[src/rtl/aes_uart_pkg.sv]
// Shared types and constants for the AES-UART transmit path.
package aes_uart_pkg;

  localparam int unsigned AES_BLOCK_BYTES = 16;
  localparam int unsigned AES_BLOCK_BITS  = AES_BLOCK_BYTES * 8;
  localparam int unsigned AES_CNT_W       = $clog2(AES_BLOCK_BYTES + 1);
  localparam int unsigned AES_IDX_W       = $clog2(AES_BLOCK_BYTES);

  typedef enum logic [2:0] {
    IDLE,
    PASS,
    COLLECT,
    AES_REQ,
    AES_WAIT,
    SEND
  } tx_sched_state_e;

endpackage

[src/rtl/aes_uart_blk_serdes.sv]
// 16-byte block register: packs plaintext bytes MSB-first and unpacks ciphertext bytes.
module aes_uart_blk_serdes
  import aes_uart_pkg::*;
#(
  parameter int unsigned BLOCK_BYTES = AES_BLOCK_BYTES
) (
  input  logic                     i_clk,
  input  logic                     i_rst,
  input  logic                     i_push,
  input  logic [7:0]               i_byte,
  input  logic                     i_clr_cnt,
  input  logic                     i_load,
  input  logic [BLOCK_BYTES*8-1:0] i_ct,
  input  logic                     i_adv,
  output logic [BLOCK_BYTES*8-1:0] o_block,
  output logic [AES_CNT_W-1:0]     o_cnt,
  output logic [7:0]               o_byte,
  output logic                     o_last
);

  logic [BLOCK_BYTES*8-1:0] r_buf;
  logic [AES_CNT_W-1:0]     r_cnt;
  logic [AES_IDX_W-1:0]     r_idx;

  always_ff @(posedge i_clk) begin
    if (i_rst) begin
      r_buf <= '0;
      r_cnt <= '0;
      r_idx <= '0;
    end else begin
      if (i_load) begin
        r_buf <= i_ct;
        r_idx <= '0;
      end else if (i_push) begin
        // Constant-index byte lanes keep the write decode free of variable part-selects.
        for (int unsigned i = 0; i < BLOCK_BYTES; i++) begin
          if (r_cnt == AES_CNT_W'(i))
            r_buf[(BLOCK_BYTES-1-i)*8 +: 8] <= i_byte;
        end
      end
      if (i_clr_cnt)
        r_cnt <= '0;
      else if (i_push)
        r_cnt <= r_cnt + AES_CNT_W'(1);
      if (i_adv && !i_load)
        r_idx <= r_idx + AES_IDX_W'(1);
    end
  end

  always_comb begin
    o_byte = '0;
    for (int unsigned i = 0; i < BLOCK_BYTES; i++) begin
      if (r_idx == AES_IDX_W'(i))
        o_byte = r_buf[(BLOCK_BYTES-1-i)*8 +: 8];
    end
  end

  assign o_block = r_buf;
  assign o_cnt   = r_cnt;
  assign o_last  = (r_idx == AES_IDX_W'(BLOCK_BYTES - 1));

endmodule

[src/rtl/aes_uart_tx_sched.sv]
// Transmit sequencer: TXFIFO -> (optional AES block encryption) -> UART, plus busy/ere/tc status.
module aes_uart_tx_sched
  import aes_uart_pkg::*;
#(
  parameter int unsigned BLOCK_BYTES = 16,
  parameter int unsigned INFLT_W     = 2
) (
  input  logic         clk,
  input  logic         rst,
  input  logic         cfg_aue,
  input  logic         cfg_te,
  input  logic         cfg_ee,
  input  logic [7:0]   fifo_tdata,
  input  logic         fifo_tvalid,
  output logic         fifo_tready,
  output logic [127:0] aes_in_tdata,
  output logic         aes_in_tvalid,
  input  logic         aes_in_tready,
  input  logic [127:0] aes_out_tdata,
  input  logic         aes_out_tvalid,
  output logic         aes_out_tready,
  output logic [7:0]   tx_tdata,
  output logic         tx_tvalid,
  input  logic         tx_tready,
  input  logic         tx_done,
  output logic         busy,
  output logic         ere,
  output logic         tc_set
);

  if (BLOCK_BYTES != AES_BLOCK_BYTES) begin : g_bad_block_bytes
    $error("aes_uart_tx_sched: BLOCK_BYTES must be 16");
  end

  tx_sched_state_e      r_state, w_state_nxt;
  logic                 r_pass_valid;
  logic [7:0]           r_pass_data;
  logic [INFLT_W-1:0]   r_inflt, w_inflt_nxt;
  logic                 r_busy, r_tc;
  logic                 w_rst, w_pop, w_tx_acc, w_aes_in_acc, w_aes_out_acc;
  logic                 w_inc, w_dec, w_tc_nxt;
  logic [AES_CNT_W-1:0] w_cnt;
  logic [7:0]           w_ser_byte;
  logic                 w_ser_last;
  logic [127:0]         w_block;

  // cfg_aue=0 acts exactly like the external reset.
  assign w_rst         = rst | ~cfg_aue;
  assign w_pop         = fifo_tvalid & fifo_tready;
  assign w_tx_acc      = tx_tvalid & tx_tready;
  assign w_aes_in_acc  = aes_in_tvalid & aes_in_tready;
  assign w_aes_out_acc = aes_out_tvalid & aes_out_tready;

  aes_uart_blk_serdes #(
    .BLOCK_BYTES(AES_BLOCK_BYTES)
  ) u_serdes (
    .i_clk    (clk),
    .i_rst    (w_rst),
    .i_push   ((r_state == COLLECT) & w_pop),
    .i_byte   (fifo_tdata),
    .i_clr_cnt(w_aes_in_acc),
    .i_load   (w_aes_out_acc),
    .i_ct     (aes_out_tdata),
    .i_adv    ((r_state == SEND) & w_tx_acc),
    .o_block  (w_block),
    .o_cnt    (w_cnt),
    .o_byte   (w_ser_byte),
    .o_last   (w_ser_last)
  );

  always_ff @(posedge clk) begin
    if (w_rst) r_state <= IDLE;
    else       r_state <= w_state_nxt;
  end

  always_comb begin
    w_state_nxt = r_state;
    case (r_state)
      IDLE:     if (cfg_te && fifo_tvalid) w_state_nxt = cfg_ee ? COLLECT : PASS;
      PASS:     if (!r_pass_valid && !w_pop) w_state_nxt = IDLE;
      COLLECT:  if (w_pop && w_cnt == AES_CNT_W'(AES_BLOCK_BYTES - 1)) w_state_nxt = AES_REQ;
      AES_REQ:  if (aes_in_tready) w_state_nxt = AES_WAIT;
      AES_WAIT: if (aes_out_tvalid) w_state_nxt = SEND;
      SEND:     if (tx_tready && w_ser_last) w_state_nxt = IDLE;
      default:  w_state_nxt = IDLE;
    endcase
  end

  always_comb begin
    fifo_tready    = 1'b0;
    aes_in_tvalid  = 1'b0;
    aes_out_tready = 1'b0;
    tx_tvalid      = r_pass_valid;
    tx_tdata       = r_pass_data;
    case (r_state)
      PASS:     fifo_tready    = cfg_te & ~r_pass_valid;
      COLLECT:  fifo_tready    = cfg_te;
      AES_REQ:  aes_in_tvalid  = 1'b1;
      AES_WAIT: aes_out_tready = 1'b1;
      SEND: begin
        tx_tvalid = 1'b1;
        tx_tdata  = w_ser_byte;
      end
      default: ;
    endcase
  end

  always_ff @(posedge clk) begin
    if (w_rst) begin
      r_pass_valid <= 1'b0;
      r_pass_data  <= '0;
    end else if (r_state == PASS && w_pop) begin
      r_pass_valid <= 1'b1;
      r_pass_data  <= fifo_tdata;
    end else if (w_tx_acc) begin
      r_pass_valid <= 1'b0;
    end
  end

  // A done with nothing outstanding is stray and must not underflow.
  assign w_inc = w_tx_acc;
  assign w_dec = tx_done & (r_inflt != '0);

  always_comb begin
    w_inflt_nxt = r_inflt;
    if (w_inc && !w_dec && r_inflt != '1) w_inflt_nxt = r_inflt + INFLT_W'(1);
    else if (w_dec && !w_inc)             w_inflt_nxt = r_inflt - INFLT_W'(1);
  end

  assign w_tc_nxt = w_dec && (w_inflt_nxt == '0) && !tx_tvalid && !fifo_tvalid &&
                    (r_state == IDLE || r_state == COLLECT);

  always_ff @(posedge clk) begin
    if (w_rst) begin
      r_inflt <= '0;
      r_busy  <= 1'b0;
      r_tc    <= 1'b0;
    end else begin
      r_inflt <= w_inflt_nxt;
      r_busy  <= (r_state != IDLE) | (w_cnt != '0) | (r_inflt != '0);
      r_tc    <= w_tc_nxt;
    end
  end

  assign aes_in_tdata = w_block;
  assign busy         = r_busy;
  assign ere          = (w_cnt == '0);
  assign tc_set       = r_tc;

endmodule

[config.mk]
export PLATFORM = sky130hd
export DESIGN_NAME = aes_uart_tx_sched
export DESIGN_NICKNAME = d
export VERILOG_FILES = /design/src/rtl/aes_uart_pkg.sv /design/src/rtl/aes_uart_blk_serdes.sv /design/src/rtl/aes_uart_tx_sched.sv
export SDC_FILE = /design/constraint.sdc
export NUM_CORES = 1
export LEC_CHECK = 0
export ABC_AREA = 1
export CAP_MARGIN = 20
export CORE_MARGIN = 2
export CORE_UTILIZATION = 35
export CTS_CLUSTER_SIZE = 14
export DETAILED_ROUTE_END_ITERATION = 8
export SLEW_MARGIN = 15
export SYNTH_ARGS = -nofsm -noshare
export SYNTH_HDL_FRONTEND = slang
export SYNTH_HIERARCHICAL = 1
export SYNTH_SLANG_ARGS = --single-unit
[constraint.sdc]
create_clock -name clk -period 3.35 [get_ports clk]
set_input_delay 0.335 -clock clk [delete_from_list [all_inputs] [get_ports clk]]
set_output_delay 0.335 -clock clk [all_outputs]
set_load 0.01 [all_outputs]
==> flow_summary.json <==
{
  "slew_violations": 0,
  "hold_class": "primary input to register",
  "fin_area_sq_um": 12400,
  "skew_ns": 0.0189,
  "gr-max-usage-layer": "met2",
  "grt_remaining_overflow": 0,
  "crit_top_cell": "nand2_1",
  "crit_chain": "inv_2, ha_2, inv_2, nor2_1, buf_4, nand3_1, nand3_1, o211ai_1, nand3_1, nand2_1, nand2_1, nand2_1, nand2_1, nand2_1, nand2_1, nand2_1, nand2_1, nand2_1, nand2_1, nand2_1, nand2_1, mux2_2, clkbuf_2",
  "die-area_sq_um": 24800,
  "drcViolationCount": 0,
  "io_buffers": 288,
  "synth_cell_types": 42,
  "ctsRootBufferMaster": "clkbuf_16",
  "fin_crit_ns": 3.17,
  "cts_tree": "built",
  "syn2layout_area_growth_pct": 50.3,
  "met2_usage": 0.439,
  "clk_latency_ns": 0.44,
  "synth_fa_ha_area_frac": 0.0167,
  "status": "finished clean",
  "n_fill_cell": 2347,
  "reg2reg_depth": 12,
  "synth_seq_cells": 153,
  "fin_nets": 1738,
  "first_pass_iters": 5,
  "syn-instance-count": 1277,
  "period_share": 0.948,
  "tightest_slew_ns": 0.709,
  "ys_seq_area_frac": 0.371,
  "grt_pass1_vias": 9264,
  "numCtsBuffers": 17,
  "gr-usage-met1": 0.369,
  "synth_area_leaders": "dfxtp_1, nand2_1, a31oi_1",
  "synth_top_family_by_area": "simple AND/OR/NAND/NOR gates",
  "hpwl_mm": 26.1,
  "cp.depth": 23,
  "ys_warn_count": 6,
  "relSlewSlack": 0.527,
  "syn_area_per_cell_sq_um": 6.47,
  "crit_fanout": 8,
  "netlist_area_sq_um": 8260,
  "worst_ep_required_time_ns": 3.01,
  "rows": 56,
  "cp.arrival_ns": 2.84,
  "io_pins": 289,
  "timing.fmax_ghz": 0.315,
  "antenna_found_initial": 0,
  "path_buf_inv": 4,
  "worst-setup-path-type": "register to output port",
  "cts.sinks": 153,
  "htree_levels": 4,
  "synthMuxAreaShare": 0.0109,
  "vias_per_cell": 5.13,
  "clk_pin_slew_ns": 0.07,
  "endpoint_kind": "output port",
  "cellPowerDensity_nw_per_um2": 356,
  "synth_area_leader_cell": "dfxtp_1",
  "placed_cell_area_sq_um": 11700,
  "irDropWorstVdd_uv": 294,
  "synth_xor_area_frac": 0.00106,
  "power_leakage_nw": 4.51,
  "synth-simple-area-share": 0.379,
  "cap_violations": 0,
  "cts_max_path_buffers": 2,
  "start_util": 0.354,
  "wl_per_cell_microns": 18.3,
  "wl_mm": 34.9,
  "total_power_mw": 4.42,
  "cp_top_family": "simple AND/OR/NAND/NOR gates",
  "synth-edff-count": 0,
  "coreArea_sq_um": 23300,
  "ant_nets": 0,
  "grt_pass1_wl_mm": 51.7,
  "die_x_microns": 158,
  "critPathSlowestCell": "dfxtp_4",
  "worstSetupStartpointType": "register",
  "async_reset_ff_frac": 0,
  "drive_above_1_share": 0.114,
  "drt_iter0_drc": 752,
  "grt.total_usage": 0.272,
  "synth_fp_nets": 1434,
  "finalSetupTns_ns": 0,
  "grt_max_degree": 72,
  "fp.dieH_microns": 158,
  "final_hold_viol_count": 0,
  "antennaDiodeCount": 0,
  "worst_hold_path.num_cells": 3,
  "use_met3": 0.0561,
  "synth-main-ff-cell": "dfxtp_1",
  "yosysTopAreaCellShare": 0.371,
  "place_congestion": 0.900,
  "setup_viol": 0,
  "vias": 9807,
  "max_stage_delay_ns": 0.37,
  "synth_compound_area_frac": 0.150
}
## routing by layer
| layer | up-vias | share of wire |
|---|---|---|
| met2 | 460 | 0.46 |
| met3 | 46 | 0.077 |
| li1 | 4776 | - |
| met1 | 4525 | 0.44 |
| met5 | - | 0 |
| met4 | 0 | 0.019 |
## placed cells by master, fill, tap and decap left out, drive strengths merged
cell type,n
a211oi,3
nor2,130
o211ai,1
o21ai,20
nor3b,1
clkdlybuf4s50,280
clkbuf,27
a21oi,48
buf,48
ha,11
xor2,1
a21boi,2
clkinv,9
nand4,2
dfxtp,153
nand2,523
inv,92
a31oi,101
nand3b,6
nand3,62
nor4,2
or2,17
bufinv,3
mux2,8
nor3,11
a22oi,29
clkinvlp,3
## power by group
| group | leakage (nW) | switching, mW | internal (mW) |
|---|---|---|---|
| clock | 0.293 | 0.847 | 1.22 |
| sequential | 1.24 | 0.0235 | 1.84 |
| combinational | 2.98 | 0.248 | 0.245 |
## worst paths after layout
kind,start,slack [ns],to
setup / recovery,u_serdes/r_idx[1],0.18,tx_tdata[7]
hold / removal,aes_out_tdata[124],0.48,u_serdes/o_block[124]
setup reg to reg,r_state[2],0.78,u_serdes/o_block[36]
hold reg to reg,r_pass_valid,0.48,r_pass_valid
## cell usage after synthesis (2+ instances only)
cell type	instances
o21ai_0	11
or2_2	14
buf_2	9
clkbuf_1	34
nor2_1	110
nand2_2	7
inv_2	5
clkinv_1	7
nor2_4	2
a21oi_1	47
buf_1	4
dfxtp_1	153
nand3_1	60
mux2_2	8
inv_1	82
a22oi_1	29
a31oi_1	101
buf_4	2
nand2_1	515
or2_1	3
nand4_1	2
nor4_1	2
o21ai_1	9
nand3b_1	6
ha_1	11
a211oi_1	3
nor3_1	10
nor2_2	17
## worst min-delay path, cell delays in order
cell and delay, ns:
clkdlybuf4s50_1 0.39, nand2_1 0.07, a31oi_1 0.07
## registers in the layout, indices dropped and copies added, names as in the netlist
signal            cells
u_serdes/o_block    128
r_pass_data           8
u_serdes/o_cnt        5
u_serdes/r_idx        4
r_state               3
r_inflt               2
busy                  1
r_pass_valid          1
tc_set                1
## through the flow
step | hold WS, ns | setup WS [ns] | std cells | util
3_3_place_gp | 0.465 | 0.180 | 1876 | 0.502
4_1_cts | 0.471 | -0.0229 | 1908 | 0.529
6_report | 0.480 | 0.175 | 1912 | 0.532
2_1_floorplan | 0.455 | 0.928 | 1277 | -
5_1_grt | 0.480 | -0.0356 | 1912 | 0.532
3_5_place_dp | 0.470 | 0.124 | 1876 | 0.502
## cell families (layout without fill, tap and decap cells)
group	Yosys count	after routing
compound gates	204	204
xor+xnor	1	1
fa+ha+maj	11	11
buf+inv	146	462
flops	153	153
mux	8	8
simple gates	754	754
## timing repair
item	4_1_cts	5_1_grt
gates resized for setup	18	37
setup buffers	1	4
endpoints found under the setup margin	8	8
gates cloned	0	0
hold buffers	0	0
pin swaps	1	4
## layout make-up
type / instances / area [sq um] / area share
inverter: 95 / 364 / 0.0293
tap: 319 / 399 / 0.0322
timing repair buffer: 336 / 3240 / 0.261
clock buffer: 19 / 453 / 0.0365
sequential: 153 / 3070 / 0.247
multi-input combinational: 978 / 4720 / 0.380
clock inverter: 12 / 161 / 0.0130
(Power assumes the default switching activity.)
